<file path="config.mk">
export PLATFORM = sky130hd
export DESIGN_NAME = nibble_serial_subtractor
export DESIGN_NICKNAME = d
export VERILOG_FILES = /design/src/rtl/nibble_serial_subtractor.sv
export SDC_FILE = /design/constraint.sdc
export NUM_CORES = 1
export LEC_CHECK = 0
export ABC_AREA = 0
export BUFFER_PORTS_ARGS = -buffer_cell sky130_fd_sc_hd__clkbuf_2
export CAP_MARGIN = 40
export CORE_AREA = 2 2 79 81
export DETAILED_ROUTE_END_ITERATION = 10
export DIE_AREA = 0 0 81 83
export PLACE_DENSITY = 0.89
export SYNTH_ARGS = -nofsm -noshare
export SYNTH_HDL_FRONTEND = slang
export SYNTH_SLANG_ARGS = --single-unit
export TNS_END_PERCENT = 100
</file>
<file path="constraint.sdc">
create_clock -name clk -period 3.8 [get_ports clk]
set_input_delay 0 -clock clk [delete_from_list [all_inputs] [get_ports clk]]
set_output_delay 0 -clock clk [all_outputs]
set_load 0.05 [all_outputs]
</file>
<file path="src/rtl/nibble_serial_subtractor.sv">
// Nibble-serial unsigned subtractor: one 4-bit ripple-borrow stage reused
// over NIBBLES cycles, LSB nibble first, with valid/ready handshakes on
// both the operand side and the result side.

// 4-bit ripple-borrow subtractor: d = x - y - bin, bout = borrow out.
module subtractor_4bit (
  input  logic [3:0] x,
  input  logic [3:0] y,
  input  logic       bin,
  output logic [3:0] d,
  output logic       bout
);

  logic br;

  // Ripple the borrow bit by bit from LSB to MSB.
  always_comb begin
    br = bin;
    d  = '0;
    for (int i = 0; i < 4; i++) begin
      d[i] = x[i] ^ y[i] ^ br;
      br   = (~x[i] & y[i]) | (~(x[i] ^ y[i]) & br);
    end
    bout = br;
  end

endmodule

module nibble_serial_subtractor #(
  parameter int NIBBLES = 4
) (
  input  logic                 clk,
  input  logic                 rst_n,
  input  logic                 in_valid,
  output logic                 in_ready,
  input  logic [4*NIBBLES-1:0] a,
  input  logic [4*NIBBLES-1:0] b,
  input  logic                 bin,
  output logic                 out_valid,
  input  logic                 out_ready,
  output logic [4*NIBBLES-1:0] diff,
  output logic                 borrow_out,
  output logic                 zero
);

  localparam int W  = 4 * NIBBLES;
  localparam int CW = $clog2(NIBBLES + 1);
  localparam logic [CW-1:0] LAST = CW'(NIBBLES);

  typedef enum logic [1:0] {IDLE = 2'd0, RUN = 2'd1, HOLD = 2'd2} state_t;

  state_t state;
  state_t state_nxt;

  // armed keeps in_ready low until the first clock edge after reset.
  logic          armed;
  logic          accept;
  logic [CW-1:0] cnt;
  logic [CW-1:0] idx;
  logic [W-1:0]  a_q;
  logic [W-1:0]  b_q;
  logic          borrow_q;
  logic          nonzero_acc;
  logic [3:0]    a_nib_p0;
  logic [3:0]    b_nib_p0;
  logic [W-1:0]  diff_q;
  logic          borrow_out_q;
  logic          zero_q;
  logic [3:0]    stage_diff;
  logic          stage_borrow;

  assign accept = in_valid && in_ready;
  // Counter value c (1..NIBBLES) means nibble c-1 sits in the _p0 registers.
  assign idx    = cnt - CW'(1);

  subtractor_4bit u_stage (
    .x    (a_nib_p0),
    .y    (b_nib_p0),
    .bin  (borrow_q),
    .d    (stage_diff),
    .bout (stage_borrow)
  );

  // State register plus the post-reset arming flag.
  always_ff @(posedge clk or negedge rst_n) begin
    if (!rst_n) begin
      state <= IDLE;
      armed <= 1'b0;
    end else begin
      state <= state_nxt;
      armed <= 1'b1;
    end
  end

  // Next-state logic: IDLE -> RUN on accept, RUN -> HOLD after last nibble,
  // HOLD -> IDLE when the consumer takes the result.
  always_comb begin
    state_nxt = state;
    case (state)
      IDLE:    if (accept) state_nxt = RUN;
      RUN:     if (cnt == LAST) state_nxt = HOLD;
      HOLD:    if (out_ready) state_nxt = IDLE;
      default: state_nxt = IDLE;
    endcase
  end

  // Handshake outputs decoded from the current state.
  always_comb begin
    in_ready  = 1'b0;
    out_valid = 1'b0;
    case (state)
      IDLE:    in_ready  = armed;
      HOLD:    out_valid = 1'b1;
      default: ;
    endcase
  end

  // Operand latch, nibble fetch into _p0, and result write-back per RUN edge.
  // The first RUN edge only fetches nibble 0, so the last nibble completes
  // NIBBLES+1 edges after the accepting edge.
  always_ff @(posedge clk or negedge rst_n) begin
    if (!rst_n) begin
      cnt          <= '0;
      a_q          <= '0;
      b_q          <= '0;
      borrow_q     <= 1'b0;
      nonzero_acc  <= 1'b0;
      a_nib_p0     <= '0;
      b_nib_p0     <= '0;
      diff_q       <= '0;
      borrow_out_q <= 1'b0;
      zero_q       <= 1'b0;
    end else if (accept) begin
      a_q         <= a;
      b_q         <= b;
      borrow_q    <= bin;
      cnt         <= '0;
      nonzero_acc <= 1'b0;
    end else if (state == RUN) begin
      if (cnt != LAST) begin
        a_nib_p0 <= a_q[3:0];
        b_nib_p0 <= b_q[3:0];
        a_q      <= a_q >> 4;
        b_q      <= b_q >> 4;
      end
      if (cnt != '0) begin
        for (int i = 0; i < NIBBLES; i++) begin
          if (idx == CW'(i)) diff_q[4*i +: 4] <= stage_diff;
        end
        borrow_q    <= stage_borrow;
        nonzero_acc <= nonzero_acc | (|stage_diff);
      end
      if (cnt == LAST) begin
        borrow_out_q <= stage_borrow;
        zero_q       <= ~(nonzero_acc | (|stage_diff));
      end
      cnt <= cnt + CW'(1);
    end
  end

  assign diff       = diff_q;
  assign borrow_out = borrow_out_q;
  assign zero       = zero_q;

endmodule

</file>
==> out/qor.txt <==
clk_lat worst skew - 0.33 ns
Worst setup SP type - register
Crit path required time - 4.02 ns
most common flop cell mapped by yosys - dfrtp_1
global-route wire length before repair - 12.0 mm
Critical R2R Capture - nonzero_acc
setup TNS - 0 ns
IO Pins - 57
Antenna Cells - 0
nets - 436
gr usage total - 22.7%
DRT Pass-1 Iters - 5
DRT antenna net count - 0
clock tree root driver cell - clkbuf_8
Layout area overhead - 29.2%
post_cts resized - 0
Tightest Pin Transition - 0.923 ns
H-tree depth - 3
Fin Clk Skew - 0.00641 ns
final slew viol count - 0
cts bufs inserted - 9
Area contributors post-synth - dfrtp_1, o21ai_0, a31oi_1, nand3_1, mux2_2
Final Cycle Share - 78.7%
Max Cap Violations - 0
wire per inst - 15.1 um
post-DR vias/cell - 5.52
grt total ovfl - 0
top cell type's share of synthesized area - 52.8%
starting density of the core - 53.8%
via count - 2591
Die Width - 81 um
layout cells sized above 1 - 26.1%
Post-synth ARST share - 100%
RSZ-0062 raised after global routing - no
CTS tree - done
post-synthesis cell type count - 34
# Post-CTS Setup Buffers - 0
Final Setup Violations - 0
pwr/cell area - 886 nW/um2
largest fanout on the critical path - 5
IO buf count - 56
synthesized net count - 349
Leak - 1.87 nW
Worst Reg-to-Reg Cells - 9
cell area after synthesis - 3130 um2
status - completed
Tmin final - 2.99 ns
Post-synth top cells - dfrtp_1, o21ai_0, nor2_1
most frequent cell after synthesis - dfrtp_1
Mapped Cells - 302
DP HPWL - 4.46 mm
synthesized area per cell - 10.4 um2
final WL - 7.09 mm
worst vdd ir - 0.554 mV
Cell Rows - 28
R2R Path Start - borrow_q
Core ar. - 5820 um2
CTS Hold Bufs - 35
EDFF count, synth - 0
final hold viol count - 0
residual DRC count - 0
number of global-route vias before repair - 2585
Clock Sinks - 66
Max Clk Rate - 334 MHz
WS Path Type - register to register
GP Congestion - 0.762
largest net degree at the start of global routing - 53
leading area contributor after synthesis - dfrtp_1
clock tree buffer depth - 2
R2R Setup Slk - 0.81 ns
Slew HR - 38.3%
Hold Crit Class - input port to async pin
Synth Warn # - 0
Die ar. - 6720 um2
final core utilization - 69.5%
die height - 83 um
clk slew on worst S/H paths - 0.07 ns
CP Data Arrival Time - 3.21 ns
antenna violations before repair - 0
Yosys reg bits - 66
post-synthesis sequential area ratio - 52.8%
starting DRC count in detailed routing - 134
CP endpoint kind - register
[per-layer routing]
layer / up-vias / wire length [um] / global-route usage, %
met5: - / 0 / 0
met4: 0 / 119 / 9.09
met3: 12 / 419 / 5.22
met2: 106 / 3650 / 35.6
met1: 1264 / 2890 / 30.4
li1: 1209 / - / -
[through the flow]
stage / cell area (um2) / hold slack [ns] / instances / worst slack, ns / power, mW
6_report: 4040 / 0.0403 / 469 / 0.809 / 3.58
5_1_grt: 4040 / 0.0349 / 469 / 0.742 / 3.84
4_1_cts: 4040 / 0.0145 / 469 / 0.817 / 3.61
3_3_place_gp: 3470 / 0.151 / 417 / 0.936 / 2.87
2_1_floorplan: 3130 / -0.296 / 302 / 0.997 / 2.55
3_5_place_dp: 3490 / -0.168 / 418 / 0.865 / 2.96
[cells in the final DEF, fill, tap and decap left out, drive strengths merged, types with 2 or more instances in the layout]
master / synthesis / routed
clkbuf: 15 / 67
dfrtp: 66 / 66
o21ai: 45 / 45
dlygate4sd3: 0 / 35
nor2: 27 / 27
nand3: 25 / 25
a31oi: 25 / 25
inv: 20 / 20
nand2: 17 / 17
mux2: 16 / 16
mux2i: 8 / 8
ha: 6 / 6
buf: 6 / 6
fa: 4 / 4
a211oi: 3 / 3
clkinv: 0 / 3
nor2b: 3 / 3
nand2b: 2 / 2
or3: 2 / 2
[power by group]
part	switching [mW]	internal (mW)	total, mW
Sequential	0.207	1.03	1.24
Combinational	1.11	0.632	1.75
Clock	0.260	0.335	0.596
[critical path, cell delays in order, from the launching register on]
cell and delay, ns:
dfrtp_1 0.39, inv_1 0.08, fa_1 0.16, inv_1 0.04
fa_1 0.37, fa_1 0.37, inv_1 0.07, fa_1 0.49
or4_1 0.60, o311a_1 0.31
[cells by family (layout without fill, tap and decap cells)]
family | count (synthesis) | after routing | synth area share (%)
buffers and inverters | 41 | 133 | 5.16
AND/OR/NAND/NOR | 82 | 82 | 12.6
XOR/XNOR | 2 | 2 | 0.560
multiplexers | 24 | 24 | 9.03
adder cells (fa/ha/maj) | 10 | 10 | 4.96
AO/OA/AOI/OAI | 76 | 76 | 14.8
other | 1 | 1 | 0.120
flip-flops | 66 | 66 | 52.8
[area by class of cell]
class | count | area (um2)
fillers | 449 | 1770
flip-flops and latches | 66 | 1650
multi-input cells | 195 | 1330
repair buffers | 97 | 688
clock buffers | 11 | 151
well taps | 75 | 93.8
inverters | 20 | 75.1
clock inverters | 5 | 52.6
[worst max path at each step]
stage | cells past startpoint | from | end | slack [ns]
5_1_grt | 9 | borrow_q | nonzero_acc | 0.74
2_1_floorplan | 9 | borrow_q | nonzero_acc | 1.0
4_1_cts | 9 | borrow_q | nonzero_acc | 0.82
3_3_place_gp | 9 | borrow_q | nonzero_acc | 0.94
6_report | 9 | borrow_q | nonzero_acc | 0.81
3_5_place_dp | 9 | borrow_q | nonzero_acc | 0.86
[flip-flops by register name, indices dropped and copies added (netlist names)]
register	cells
b_nib_p0	4
zero	1
a_nib_p0	4
armed	1
cnt	3
state	2
diff	16
b_q	16
borrow_q	1
nonzero_acc	1
borrow_out	1
a_q	16
Power figures use the tool's default switching activity.
